<file path="src/rtl/watch_pkg.sv">
// Shared encodings for the stopwatch control slice: mode states, per-mode
// blank masks and small helpers used by the controller.
package watch_pkg;

  typedef enum logic [1:0] {
    ST_STOP  = 2'd0,
    ST_RUN   = 2'd1,
    ST_SET_H = 2'd2,
    ST_SET_M = 2'd3
  } state_t;

  localparam logic [7:0] BLANK_SET_H = 8'b1100_0000;
  localparam logic [7:0] BLANK_SET_M = 8'b0011_0000;
  localparam logic [7:0] BLANK_NONE  = 8'b0000_0000;

  function automatic logic is_set_mode(input state_t st);
    return (st == ST_SET_H) || (st == ST_SET_M);
  endfunction

  function automatic logic [7:0] blank_mask(input state_t st, input logic phase);
    logic [7:0] m;
    m = BLANK_NONE;
    if (phase) begin
      case (st)
        ST_SET_H: m = BLANK_SET_H;
        ST_SET_M: m = BLANK_SET_M;
        default:  m = BLANK_NONE;
      endcase
    end else begin
      m = BLANK_NONE;
    end
    return m;
  endfunction

endpackage

</file>
<file path="src/rtl/btn_debounce.sv">
// One raw button: two-flop synchroniser, consecutive-cycle debounce and a
// registered one-cycle strobe on each debounced rising edge.
module btn_debounce #(
  parameter int DEB_MS = 20
) (
  input  logic clk,
  input  logic rst,
  input  logic btn,
  output logic level,
  output logic press
);
  localparam int CW = $clog2(DEB_MS + 1);
  localparam logic [CW-1:0] CNT_LAST = CW'(DEB_MS - 1);

  logic          sync1_r;
  logic          sync2_r;
  logic          deb_r;
  logic          deb_q_r;
  logic          press_r;
  logic [CW-1:0] cnt_r;

  // Synchronise, count consecutive disagreements, flip level after the full window
  always_ff @(posedge clk or negedge rst) begin
    if (!rst) begin
      sync1_r <= 1'b0;
      sync2_r <= 1'b0;
      deb_r   <= 1'b0;
      deb_q_r <= 1'b0;
      press_r <= 1'b0;
      cnt_r   <= {CW{1'b0}};
    end else begin
      sync1_r <= btn;
      sync2_r <= sync1_r;
      deb_q_r <= deb_r;
      press_r <= deb_r & ~deb_q_r;
      if (sync2_r != deb_r) begin
        if (cnt_r == CNT_LAST) begin
          deb_r <= sync2_r;
          cnt_r <= {CW{1'b0}};
        end else begin
          cnt_r <= cnt_r + CW'(1'b1);
        end
      end else begin
        cnt_r <= {CW{1'b0}};
      end
    end
  end

  assign level = deb_r;
  assign press = press_r;

endmodule

</file>
<file path="src/rtl/watch_ctrl.sv">
// Stopwatch control: debounced buttons drive a four-mode Moore FSM with
// auto-repeat in the set modes and a blinking blank mask for the digits being set.
module watch_ctrl
  import watch_pkg::*;
#(
  parameter int DEB_MS   = 20,
  parameter int REP_MS   = 500,
  parameter int BLINK_MS = 500
) (
  input  logic       clk,
  input  logic       rst,
  input  logic       btn_mode,
  input  logic       btn_set,
  input  logic       btn_run,
  output logic       run,
  output logic       inc_h,
  output logic       inc_m,
  output logic       clr,
  output logic [7:0] blank,
  output logic [1:0] state
);
  localparam int RW = $clog2(REP_MS + 1);
  localparam int BW = $clog2(BLINK_MS + 1);
  localparam logic [RW-1:0] REP_LAST   = RW'(REP_MS - 1);
  localparam logic [BW-1:0] BLINK_LAST = BW'(BLINK_MS - 1);

  logic          mode_p_s;
  logic          set_p_s;
  logic          run_p_s;
  logic          set_lvl_s;
  logic          unused_mode_lvl_s;
  logic          unused_run_lvl_s;

  state_t        state_r;
  state_t        state_nx_s;
  logic          run_r;
  logic          inc_h_r;
  logic          inc_m_r;
  logic          clr_r;
  logic [7:0]    blank_r;
  logic          inc_h_nx_s;
  logic          inc_m_nx_s;
  logic          clr_nx_s;

  logic          rep_act_r;
  logic          rep_act_nx_s;
  logic [RW-1:0] rep_cnt_r;
  logic [RW-1:0] rep_cnt_nx_s;
  logic          rep_fire_s;
  logic [BW-1:0] blink_cnt_r;
  logic [BW-1:0] blink_cnt_nx_s;
  logic          phase_r;
  logic          phase_nx_s;
  logic          restart_s;
  logic          inc_any_s;
  logic [7:0]    blank_nx_s;

  btn_debounce #(.DEB_MS(DEB_MS)) u_mode (
    .clk(clk), .rst(rst), .btn(btn_mode), .level(unused_mode_lvl_s), .press(mode_p_s)
  );
  btn_debounce #(.DEB_MS(DEB_MS)) u_set (
    .clk(clk), .rst(rst), .btn(btn_set), .level(set_lvl_s), .press(set_p_s)
  );
  btn_debounce #(.DEB_MS(DEB_MS)) u_run (
    .clk(clk), .rst(rst), .btn(btn_run), .level(unused_run_lvl_s), .press(run_p_s)
  );

  // Repeat is only armed inside a set mode, so it never fires elsewhere
  assign rep_fire_s = rep_act_r & set_lvl_s & (rep_cnt_r == REP_LAST);

  // Next mode and one-shot requests; mode beats run beats set
  always_comb begin
    state_nx_s = state_r;
    inc_h_nx_s = 1'b0;
    inc_m_nx_s = 1'b0;
    clr_nx_s   = 1'b0;
    case (state_r)
      ST_STOP: begin
        if (mode_p_s) begin
          state_nx_s = ST_SET_H;
        end else if (run_p_s) begin
          state_nx_s = ST_RUN;
        end else if (set_p_s) begin
          clr_nx_s = 1'b1;
        end else begin
          state_nx_s = ST_STOP;
        end
      end
      ST_RUN: begin
        if (mode_p_s) begin
          state_nx_s = ST_SET_H;
        end else if (run_p_s) begin
          state_nx_s = ST_STOP;
        end else begin
          state_nx_s = ST_RUN;
        end
      end
      ST_SET_H: begin
        if (mode_p_s) begin
          state_nx_s = ST_SET_M;
        end else if (set_p_s || rep_fire_s) begin
          inc_h_nx_s = 1'b1;
        end else begin
          state_nx_s = ST_SET_H;
        end
      end
      ST_SET_M: begin
        if (mode_p_s) begin
          state_nx_s = ST_STOP;
        end else if (set_p_s || rep_fire_s) begin
          inc_m_nx_s = 1'b1;
        end else begin
          state_nx_s = ST_SET_M;
        end
      end
      default: begin
        state_nx_s = ST_STOP;
      end
    endcase
  end

  // Auto-repeat timer restarts on every increment and drops on release or mode change
  always_comb begin
    inc_any_s    = inc_h_nx_s | inc_m_nx_s;
    rep_act_nx_s = rep_act_r;
    rep_cnt_nx_s = rep_cnt_r;
    if (inc_any_s) begin
      rep_act_nx_s = 1'b1;
      rep_cnt_nx_s = {RW{1'b0}};
    end else if ((state_nx_s != state_r) || !set_lvl_s) begin
      rep_act_nx_s = 1'b0;
      rep_cnt_nx_s = {RW{1'b0}};
    end else if (rep_act_r) begin
      rep_cnt_nx_s = rep_cnt_r + RW'(1'b1);
    end else begin
      rep_cnt_nx_s = rep_cnt_r;
    end
  end

  // Blink phase: visible again on entry to a set mode and after each increment
  always_comb begin
    restart_s      = inc_any_s | ((state_nx_s != state_r) & is_set_mode(state_nx_s));
    phase_nx_s     = phase_r;
    blink_cnt_nx_s = blink_cnt_r;
    if (restart_s) begin
      phase_nx_s     = 1'b0;
      blink_cnt_nx_s = {BW{1'b0}};
    end else if (blink_cnt_r == BLINK_LAST) begin
      phase_nx_s     = ~phase_r;
      blink_cnt_nx_s = {BW{1'b0}};
    end else begin
      blink_cnt_nx_s = blink_cnt_r + BW'(1'b1);
    end
    blank_nx_s = blank_mask(state_nx_s, phase_nx_s);
  end

  // Mode, timer and registered output state
  always_ff @(posedge clk or negedge rst) begin
    if (!rst) begin
      state_r     <= ST_STOP;
      run_r       <= 1'b0;
      inc_h_r     <= 1'b0;
      inc_m_r     <= 1'b0;
      clr_r       <= 1'b0;
      blank_r     <= BLANK_NONE;
      rep_act_r   <= 1'b0;
      rep_cnt_r   <= {RW{1'b0}};
      blink_cnt_r <= {BW{1'b0}};
      phase_r     <= 1'b0;
    end else begin
      state_r     <= state_nx_s;
      run_r       <= (state_nx_s == ST_RUN);
      inc_h_r     <= inc_h_nx_s;
      inc_m_r     <= inc_m_nx_s;
      clr_r       <= clr_nx_s;
      blank_r     <= blank_nx_s;
      rep_act_r   <= rep_act_nx_s;
      rep_cnt_r   <= rep_cnt_nx_s;
      blink_cnt_r <= blink_cnt_nx_s;
      phase_r     <= phase_nx_s;
    end
  end

  assign run   = run_r;
  assign inc_h = inc_h_r;
  assign inc_m = inc_m_r;
  assign clr   = clr_r;
  assign blank = blank_r;
  assign state = state_r;

endmodule

</file>
<file path="config.mk">
export PLATFORM = sky130hd
export DESIGN_NAME = watch_ctrl
export DESIGN_NICKNAME = d
export VERILOG_FILES = /design/src/rtl/watch_pkg.sv /design/src/rtl/btn_debounce.sv /design/src/rtl/watch_ctrl.sv
export SDC_FILE = /design/constraint.sdc
export NUM_CORES = 1
export LEC_CHECK = 0
export ABC_AREA = 1
export BUFFER_PORTS_ARGS = -buffer_cell sky130_fd_sc_hd__buf_2
export CAP_MARGIN = 20
export CORE_MARGIN = 1
export CORE_UTILIZATION = 40
export DETAILED_ROUTE_END_ITERATION = 6
export SYNTH_ARGS = -nofsm -noshare
export SYNTH_HDL_FRONTEND = slang
export SYNTH_SLANG_ARGS = --single-unit
</file>
<file path="constraint.sdc">
create_clock -name clk -period 4 [get_ports clk]
set_input_delay 0 -clock clk [delete_from_list [all_inputs] [get_ports clk]]
set_output_delay 0 -clock clk [all_outputs]
set_load 0.02 [all_outputs]
</file>
==> impl_metrics.toml, run 1 <==
[synthesis]
synth_seq_cells = 58
ys_seq_area_share_pct = 58.3
synth-warning-count = 0
synth_cell_types = 28
syn_inst = 251
avgSynthCellArea_um2 = 9.92
syn_area_mm2 = 0.00249

[grt]
grt_usage_pct = 13.4
grt_use_met2_pct = 20.8
grt_pass1_vias = 1559
grt_pass1_wl_um = 6440
antenna_found_initial = 0
grt.busiest_layer = "met2"
grtUsageMet1_pct = 16.1
met3_usage_pct = 6.07
grt_remaining_overflow = 0
grt_max_degree = 59

[cells_and_area]
finish.net_count = 287
diodes = 0
final_util_pct = 48.0
fill_cells = 579
drive_gt1_share_pct = 14.9
syn_to_final_growth_pct = 14.9

[clock_network]
postCtsSetupBuffers = 0
clk_latency_ns = 0.33
clk_path_buf_depth = 2
clk_pin_slew_ns = 0.07
cts_resized = 0
cts_max_level = 3
cts.sinks = 58
hold_buffers = 4
cts_tree = "built"
ctsRootBufferMaster = "clkbuf_8"
cts_buffers = 9

[die]
rows = 28
die_h_um = 80.9
design.die.area_mm2 = 0.00655
io_pins = 19
initial_core_util_pct = 41.8
fp.dieW_um = 80.9
coreArea_mm2 = 0.00596

[setup_path]
crit_start = "rep_cnt_r[0]"
reg2reg_depth = 8
cp_slowest_cell = "dfrtp_1"
crit_path_start_kind = "flip-flop"
arrival_ns = 1.79
path_max_fanout = 11
crit_type = "flip-flop to flip-flop"
r2r_slack_ns = 2.46
path_cells = "ha_1 > nand2_1 > nor2_1 > nand3_1 > nand2_1 > nand2_2 > nand2_2 > nor3_1"
reg2reg_from = "rep_cnt_r[0]"
cpPeakStageDelay_ns = 0.41
regToRegEndpoint = "rep_cnt_r[2]"
required_ns = 4.25
cp-end-kind = "flip-flop"

[power]
p_leak_nw = 1.44
max-vdd-ir-drop_mv = 0.278
p_per_area_mw_per_mm2 = 436

[routing]
drt_iter0_markers = 55
num_vias = 1619
wl_per_cell_um = 10.7
drt_wl_total_um = 3820
route.detailed.drc = 0
drt.antenna.violating_nets = 0
firstDrtPassIters = 4
via_per_inst = 4.55

[placed_design]
routabilityCongestion = 0.755
dp_hpwl_um = 2590
numPortBuffers = 14

[timing]
fmax_mhz = 649
min_period_ns = 1.54
setup_viol = 0
fin_crit_sh_pct = 38.5
maxSlewHeadroom_pct = 51.7
fin_setup_tns_ns = 0
drv_slew = 0
skew_ns = 0.00890
hold_viol = 0
worst_pin_slew_ns = 0.725
rsz0062_at_grt = "no"

[hold_path]
hold_path.class = "primary input to flip-flop"
hold-path-endpoint = "u_mode.sync1_r"
whs_path_depth = 2
worstHoldStart = "btn_mode"

[job]
drv_cap = 0

[status]
status = "finished, final reports clean"
## flip-flops by register name, summed over array words and instances, names as in the netlist, 2 cells and up
signal / count
u_set.cnt_r: 5
state: 2
rep_cnt_r: 9
blink_cnt_r: 9
u_mode.cnt_r: 5
u_run.cnt_r: 5
blank: 2
## area by class of cell
class                   count  area [µm²]  share of cell area [%]
well taps                  75        93.8                    3.28
flip-flops and latches     58        1450                    50.7
multi-input cells         159         882                    30.8
inverters                  30         113                    3.94
clock buffers              13         169                    5.90
clock inverters             2        35.0                    1.22
repair buffers             19         118                    4.11
## critical path: cells and delay by family, from the launching register on
family,cells,cell delay [ns]
simple gates,7,0.79
flops,1,0.41
fa+ha+maj,1,0.25
## synthesized netlist by cell type, drive strengths merged
library cell / number / area, µm²
buf: 7 / 56.3
o21bai: 1 / 7.51
conb: 1 / 3.75
dfrtp: 58 / 1450
xnor2: 6 / 52.6
nand3: 21 / 118
inv: 30 / 113
nand3b: 2 / 27.5
nand2: 31 / 126
nand4: 7 / 43.8
o21ai: 5 / 32.5
ha: 5 / 62.6
o21a: 2 / 15.0
nor4: 1 / 6.26
nor2: 50 / 190
xor2: 13 / 114
nor3: 3 / 31.3
a21oi: 8 / 40.0
## routing by layer
metal	routed length (µm)	part of all wire [%]	vias to the layer above
li1	-	-	839
met1	1860	49	747
met2	1740	45	25
met3	167	4.4	8
met4	57	1.5	0
met5	0	0	-
## report_power, final
part	total, mW	internal, mW	switching (mW)
Combinational	0.0728	0.0273	0.0455
Sequential	0.628	0.609	0.0189
Clock	0.546	0.334	0.212
Total	1.25	0.971	0.276
## how the worst max path moves through the flow
stage                          end  depth (start not counted)
CTS                   rep_cnt_r[2]                          8
detailed placement    rep_cnt_r[2]                          8
finish                rep_cnt_r[2]                          8
floorplan           blink_cnt_r[0]                          9
global route          rep_cnt_r[2]                          8
global placement      rep_cnt_r[2]                          8
## logic make-up (layout without fill, tap and decap cells)
kind of cell	after synthesis	after routing	synth area share (%)
XOR/XNOR	19	19	6.68
buffers and inverters	37	64	6.78
other	1	4	0.151
flip-flops	58	58	58.3
adder cells (fa/ha/maj)	5	5	2.51
AO/OA/AOI/OAI	16	16	3.82
AND/OR/NAND/NOR	115	115	21.8
## cells in the final DEF, fill, tap and decap left out, types with 2 or more instances in the layout
cell and count:
ha_1 5, nand2_1 27, clkbuf_8 12, o21a_1 2, inv_1 28, nand4_1 7, conb_1 4, inv_2 2
buf_2 14, xnor2_1 6, a21oi_1 8, o21ai_0 2, xor2_1 13, dfrtp_1 58, nand2_2 4, dlygate4sd3_1 4
nor2_1 49, o21ai_2 2, nand3_1 20
## per-stage QoR
| step | cells | total power, mW | setup slack (ns) | hold WS [ns] | cell area, µm² |
|---|---|---|---|---|---|
| CTS | 356 | 1.27 | 2.45 | 0.292 | 2860 |
| global route | 356 | 1.30 | 2.31 | 0.306 | 2860 |
| global placement | 337 | 0.709 | 2.54 | 0.109 | 2620 |
| detailed placement | 337 | 0.710 | 2.48 | 0.109 | 2620 |
| finish | 356 | 1.25 | 2.46 | 0.311 | 2860 |
| floorplan | 254 | 0.688 | 2.74 | -0.296 | 2500 |
No activity file was read; power rests on OpenSTA's default activity.
==> run 2: changes to the inputs <==
==> constraint.sdc (replaced) <==
create_clock -name clk -period 1.4 [get_ports clk]
set_input_delay 0 -clock clk [delete_from_list [all_inputs] [get_ports clk]]
set_output_delay 0 -clock clk [all_outputs]
set_load 0.02 [all_outputs]
==> run 2 against run 1 <==
Power grew to 2.7 times the previous value; worst setup slack worse by 2.4 ns; global-route usage grew 1.2 points; maximum frequency is 17% higher; clock power rose to 2.5 times the previous value; hold slack got worse by 0.11 ns; critical path depth grew 1; clock-buffer cell count increased by 1; critical path type unchanged; critical endpoint is now rep_cnt_r[1]; largest cell class unchanged.
==> impl_metrics.toml, run 2 (synthesized netlist as in run 1, its figures left out) <==
[power]
p_int_mw = 2.61
clockPowerShare_pct = 40.7
combinationalPowerShare_pct = 6.4
p_per_area_mw_per_mm2 = 1120
p_leak_nw = 1.53
power_frac_seq_pct = 52.9
p_sw_share_pct = 23.3
max-vdd-ir-drop_mv = 0.868
power_switching_mw = 0.790

[setup_path]
required_ns = 1.62
path_common_cell = "nand2_2"
cpPeakStageDelay_ns = 0.35
r2r_slack_ns = 0.08
arrival_ns = 1.53
cp-end-kind = "flip-flop"
cp_slowest_cell = "dfrtp_1"
path_max_fanout = 5
crit_type = "flip-flop to flip-flop"
path_cells = "ha_2 > nand2_2 > nor2_2 > nand3_1 > nand2_2 > nand2_4 > buf_6 > nand4_1 > nand2_1"
crit_path_start_kind = "flip-flop"

[timing]
fmax_mhz = 759
setup_viol = 0
fin_setup_tns_ns = 0
drv_slew = 0
min_period_ns = 1.32
rsz0062_at_grt = "yes"
skew_ns = 0.00640
hold_viol = 0
fin_crit_sh_pct = 94.1

[cells_and_area]
syn_to_final_growth_pct = 21.5
layout_common_cells = "dfrtp_1, nor2_1, inv_1, nand2_1, nand3_1"
drive_gt1_share_pct = 23.0
multiInputGateArea_um2 = 926
diodes = 0
top_regs = "blink_cnt_r: 9 flops, rep_cnt_r: 9 flops"
finish.net_count = 305
fin_area_mm2 = 0.00303
fill_cells = 579
layout_commonest_cell = "dfrtp_1"
seqCellArea_mm2 = 0.00145

[clock_network]
clk_path_buf_depth = 2
clk_pin_slew_ns = 0.06
cts_buffers = 9
cts.sinks = 58
cts_max_level = 3
cts_tree = "built"
clk_latency_ns = 0.33
ctsRootBufferMaster = "clkbuf_8"

[die]
initial_core_util_pct = 41.8
die_h_um = 80.9
design.die.area_mm2 = 0.00655
rows = 28
coreArea_mm2 = 0.00596
fp.dieW_um = 80.9
io_pins = 19

[routing]
drt_wl_total_um = 4040
route.detailed.drc = 0
via_per_inst = 4.49
firstDrtPassIters = 4
num_vias = 1682
drt.antenna.violating_nets = 0
wl_per_cell_um = 10.8
drt_iter0_markers = 45

[hold_path]
hold_path.class = "primary input to asynchronous set/reset pin"

[job]
drv_cap = 0

[placed_design]
numPortBuffers = 14
dpl_cell_area_mm2 = 0.00274
dp_hpwl_um = 2720
routabilityCongestion = 0.698

[grt]
grt_max_degree = 59
grt_remaining_overflow = 0
antenna_found_initial = 0
grt_pass1_vias = 1663
grt_usage_pct = 14.6
grt_pass1_wl_um = 7070

[status]
status = "finished, final reports clean"
## run 2: worst max-delay path, delay by kind of cell, from the launching register on
kind / cells / cell delay, ns
AND/OR/NAND/NOR: 7 / 0.51
flip-flops: 1 / 0.35
adder cells (fa/ha/maj): 1 / 0.19
buffers and inverters: 1 / 0.14
## run 2: what timing repair did
item / in CTS / in global routing
setup endpoints to repair: 4 / 20
pin swaps: 0 / 8
gates resized for setup: 1 / 11
gates cloned: 0 / 1
hold buffers: 4 / 0
hold endpoints to repair: 61 / 0
buffers inserted: 0 / 2
## run 2: worst paths after layout
path,start,to,cells past startpoint
max in group asynchronous,rst,rep_cnt_r[1],3
min,rst,u_mode.cnt_r[4],3
max,rep_cnt_r[0],rep_cnt_r[1],9
max reg2reg,rep_cnt_r[0],rep_cnt_r[1],9
min in group clk,btn_set,u_set.sync1_r,2
min reg2reg,u_run.sync1_r,u_run.sync2_r,0
## run 2: cell type report
cell class                      count  area share, %
Clock buffer                       14           5.70
Clock inverter                      2          0.331
Multi-Input combinational cell    160           30.6
Tap cell                           75           3.10
Timing Repair Buffer               36           8.64
Sequential cell                    58           47.9
Inverter                           30           3.72
## run 2: power groups by stage
stage	Sequential, mW	Combinational (mW)	Clock (mW)
floorplan	1.81	0.151	0
global placement	1.82	0.208	0
detailed placement	1.82	0.212	0
CTS	1.79	0.222	1.45
global route	1.81	0.260	1.52
finish	1.80	0.218	1.38
## run 2: routing by layer
metal	vias to the layer above	GRT usage, %	wire (µm)
met4	0	5.36	51
met1	777	17.1	1920
met5	-	0	0
met3	6	7.08	164
li1	875	-	-
met2	24	23.1	1900
## run 2: through the flow
| step | total power [mW] | hold WS, ns | std cells | worst slack [ns] | utilization [%] |
|---|---|---|---|---|---|
| global route | 3.58 | 0.216 | 375 | -0.0465 | 50.8 |
| global placement | 2.03 | 0.0295 | 352 | 0.0196 | 46.1 |
| finish | 3.40 | 0.203 | 375 | 0.0825 | 50.8 |
| floorplan | 1.97 | -0.296 | 254 | 0.136 | - |
| detailed placement | 2.04 | 0.0317 | 352 | -0.0121 | 46.1 |
| CTS | 3.46 | 0.201 | 372 | 0.0187 | 49.9 |
==> run 3: changes to the inputs <==
--- a/config.mk
+++ b/config.mk
@@ -14,3 +14,4 @@
 export SYNTH_ARGS = -nofsm -noshare
 export SYNTH_HDL_FRONTEND = slang
 export SYNTH_SLANG_ARGS = --single-unit
+export TNS_END_PERCENT = 50
==> constraint.sdc (replaced) <==
create_clock -name clk -period 1.4 [get_ports clk]
set_input_delay 0.28 -clock clk [delete_from_list [all_inputs] [get_ports clk]]
set_output_delay 0.28 -clock clk [all_outputs]
set_load 0.02 [all_outputs]
==> run 3 against run 2 <==
Global-route usage decreased by 0.19 points; sequential power about the same; combinational power decreased by 3%; clock skew about the same; non-clock buffer count decreased by 3; worst setup slack about the same; power decreased by 0.21%; hold slack got worse by 0.15 ns; sequential share of layout area increased by 0.48 points; critical endpoint unchanged; largest power group unchanged.
==> impl_metrics.toml, run 3 (synthesized netlist as in run 1, its figures left out) <==
[setup_path]
crit_path_start_kind = "flip-flop"
required_ns = 1.62
cp-end-kind = "flip-flop"
path_max_fanout = 5
arrival_ns = 1.54
crit_type = "flip-flop to flip-flop"
reg2reg_depth = 9

[hold_path]
hold_path.class = "primary input to flip-flop"
whs_path_depth = 1

[cells_and_area]
top_regs = "blink_cnt_r: 9 flops, rep_cnt_r: 9 flops"
fin_area_mm2 = 0.00300
final_cell_count_no_fill = 372
diodes = 0
seqCellArea_mm2 = 0.00145
layout_common_cells = "dfrtp_1, nor2_1, inv_1, nand2_1, nand3_1"
finish.net_count = 302
fill_cells = 584
multiInputGateArea_um2 = 926
layout_commonest_cell = "dfrtp_1"
drive_gt1_share_pct = 23.2
syn_to_final_growth_pct = 20.3

[grt]
antenna_found_initial = 0
grt_pass1_wl_um = 6970
grt_max_degree = 59
grt_pass1_vias = 1630
grt_usage_pct = 14.4
grt_remaining_overflow = 0

[routing]
route.detailed.drc = 0
drt_wl_total_um = 4010
wl_per_cell_um = 10.8
num_vias = 1666
via_per_inst = 4.48
drt_iter0_markers = 41
firstDrtPassIters = 4
drt.antenna.violating_nets = 0

[timing]
rsz0062_at_grt = "yes"
min_period_ns = 1.32
setup_slack_ns = 0.0825
setup_viol = 0
hold_viol = 0
drv_slew = 0
skew_ns = 0.00640
fin_crit_sh_pct = 94.1
fmax_mhz = 759

[die]
io_pins = 19
die_h_um = 80.9
design.die.area_mm2 = 0.00655
initial_core_util_pct = 41.8
rows = 28
coreArea_mm2 = 0.00596
fp.dieW_um = 80.9

[clock_network]
clk_path_buf_depth = 2
cts_max_level = 3
ctsRootBufferMaster = "clkbuf_8"
clk_pin_slew_ns = 0.06
clk_latency_ns = 0.33
cts_buffers = 9
cts_tree = "built"
cts.sinks = 58

[job]
drv_cap = 0

[placed_design]
dp_hpwl_um = 2720
routabilityCongestion = 0.698
placedCellCount = 352
place_ws_ns = -0.0121
numPortBuffers = 14
dpl_cell_area_mm2 = 0.00274

[status]
status = "finished, final reports clean"

[power]
p_per_area_mw_per_mm2 = 1130
p_leak_nw = 1.52
max-vdd-ir-drop_mv = 0.864
total_power_mw = 3.39
-- run 3: area by class of cell --
class,instances,share of cell area (%)
flip-flops and latches,58,48.4
multi-input cells,160,30.9
repair buffers,33,7.72
clock buffers,14,5.76
inverters,30,3.76
well taps,75,3.13
clock inverters,2,0.334
-- run 3: repair_timing --
item	4_1_cts	5_1_grt
setup buffers	0	2
hold buffers	1	0
resized for setup	1	11
endpoints found under the hold margin	58	0
pin swaps	0	8
endpoints found under the setup margin	4	20
gates cloned	0	1
-- run 3: worst max-delay path, cell delays in order, from the launching register on --
cell     delay (ns)
dfrtp_1        0.35
ha_2           0.19
nand2_2        0.05
nor2_2         0.07
nand3_1        0.08
nand2_2        0.11
nand2_4        0.10
buf_6          0.14
nand4_1        0.05
nand2_1        0.05
-- run 3: path summary, 6_finish.rpt --
kind                                from         endpoint  slack [ns]
setup / recovery            rep_cnt_r[0]     rep_cnt_r[1]        0.08
hold / removal                  btn_mode   u_mode.sync1_r        0.06
setup reg to reg            rep_cnt_r[0]     rep_cnt_r[1]        0.08
hold reg to reg            u_run.sync1_r    u_run.sync2_r        0.35
max in group asynchronous            rst     rep_cnt_r[1]        0.67
min in group asynchronous            rst  u_mode.cnt_r[4]        0.48
-- run 3: per-stage QoR --
stage	setup TNS (ns)	hold WS, ns	utilization (%)
floorplan	0	-0.0156	-
global placement	0	0.309	46.1
detailed placement	-0.0121	0.312	46.1
CTS	0	0.0335	49.4
global route	-0.0533	0.0301	50.3
finish	0	0.0555	50.3
-- run 3: per-layer routing --
layer	up-vias	part of all wire (%)	GRT usage (%)
met5	-	0	0
met1	768	48	17.1
met3	6	4.2	7.08
li1	868	-	-
met4	0	1.3	5.36
met2	24	47	22.4
-- run 3: power by group --
part	switching, mW	leakage [nW]	internal (mW)	total, mW
clock	0.600	0.0965	0.782	1.38
sequential	0.0537	0.775	1.74	1.79
combinational	0.134	0.650	0.0772	0.211
total	0.788	1.52	2.60	3.39
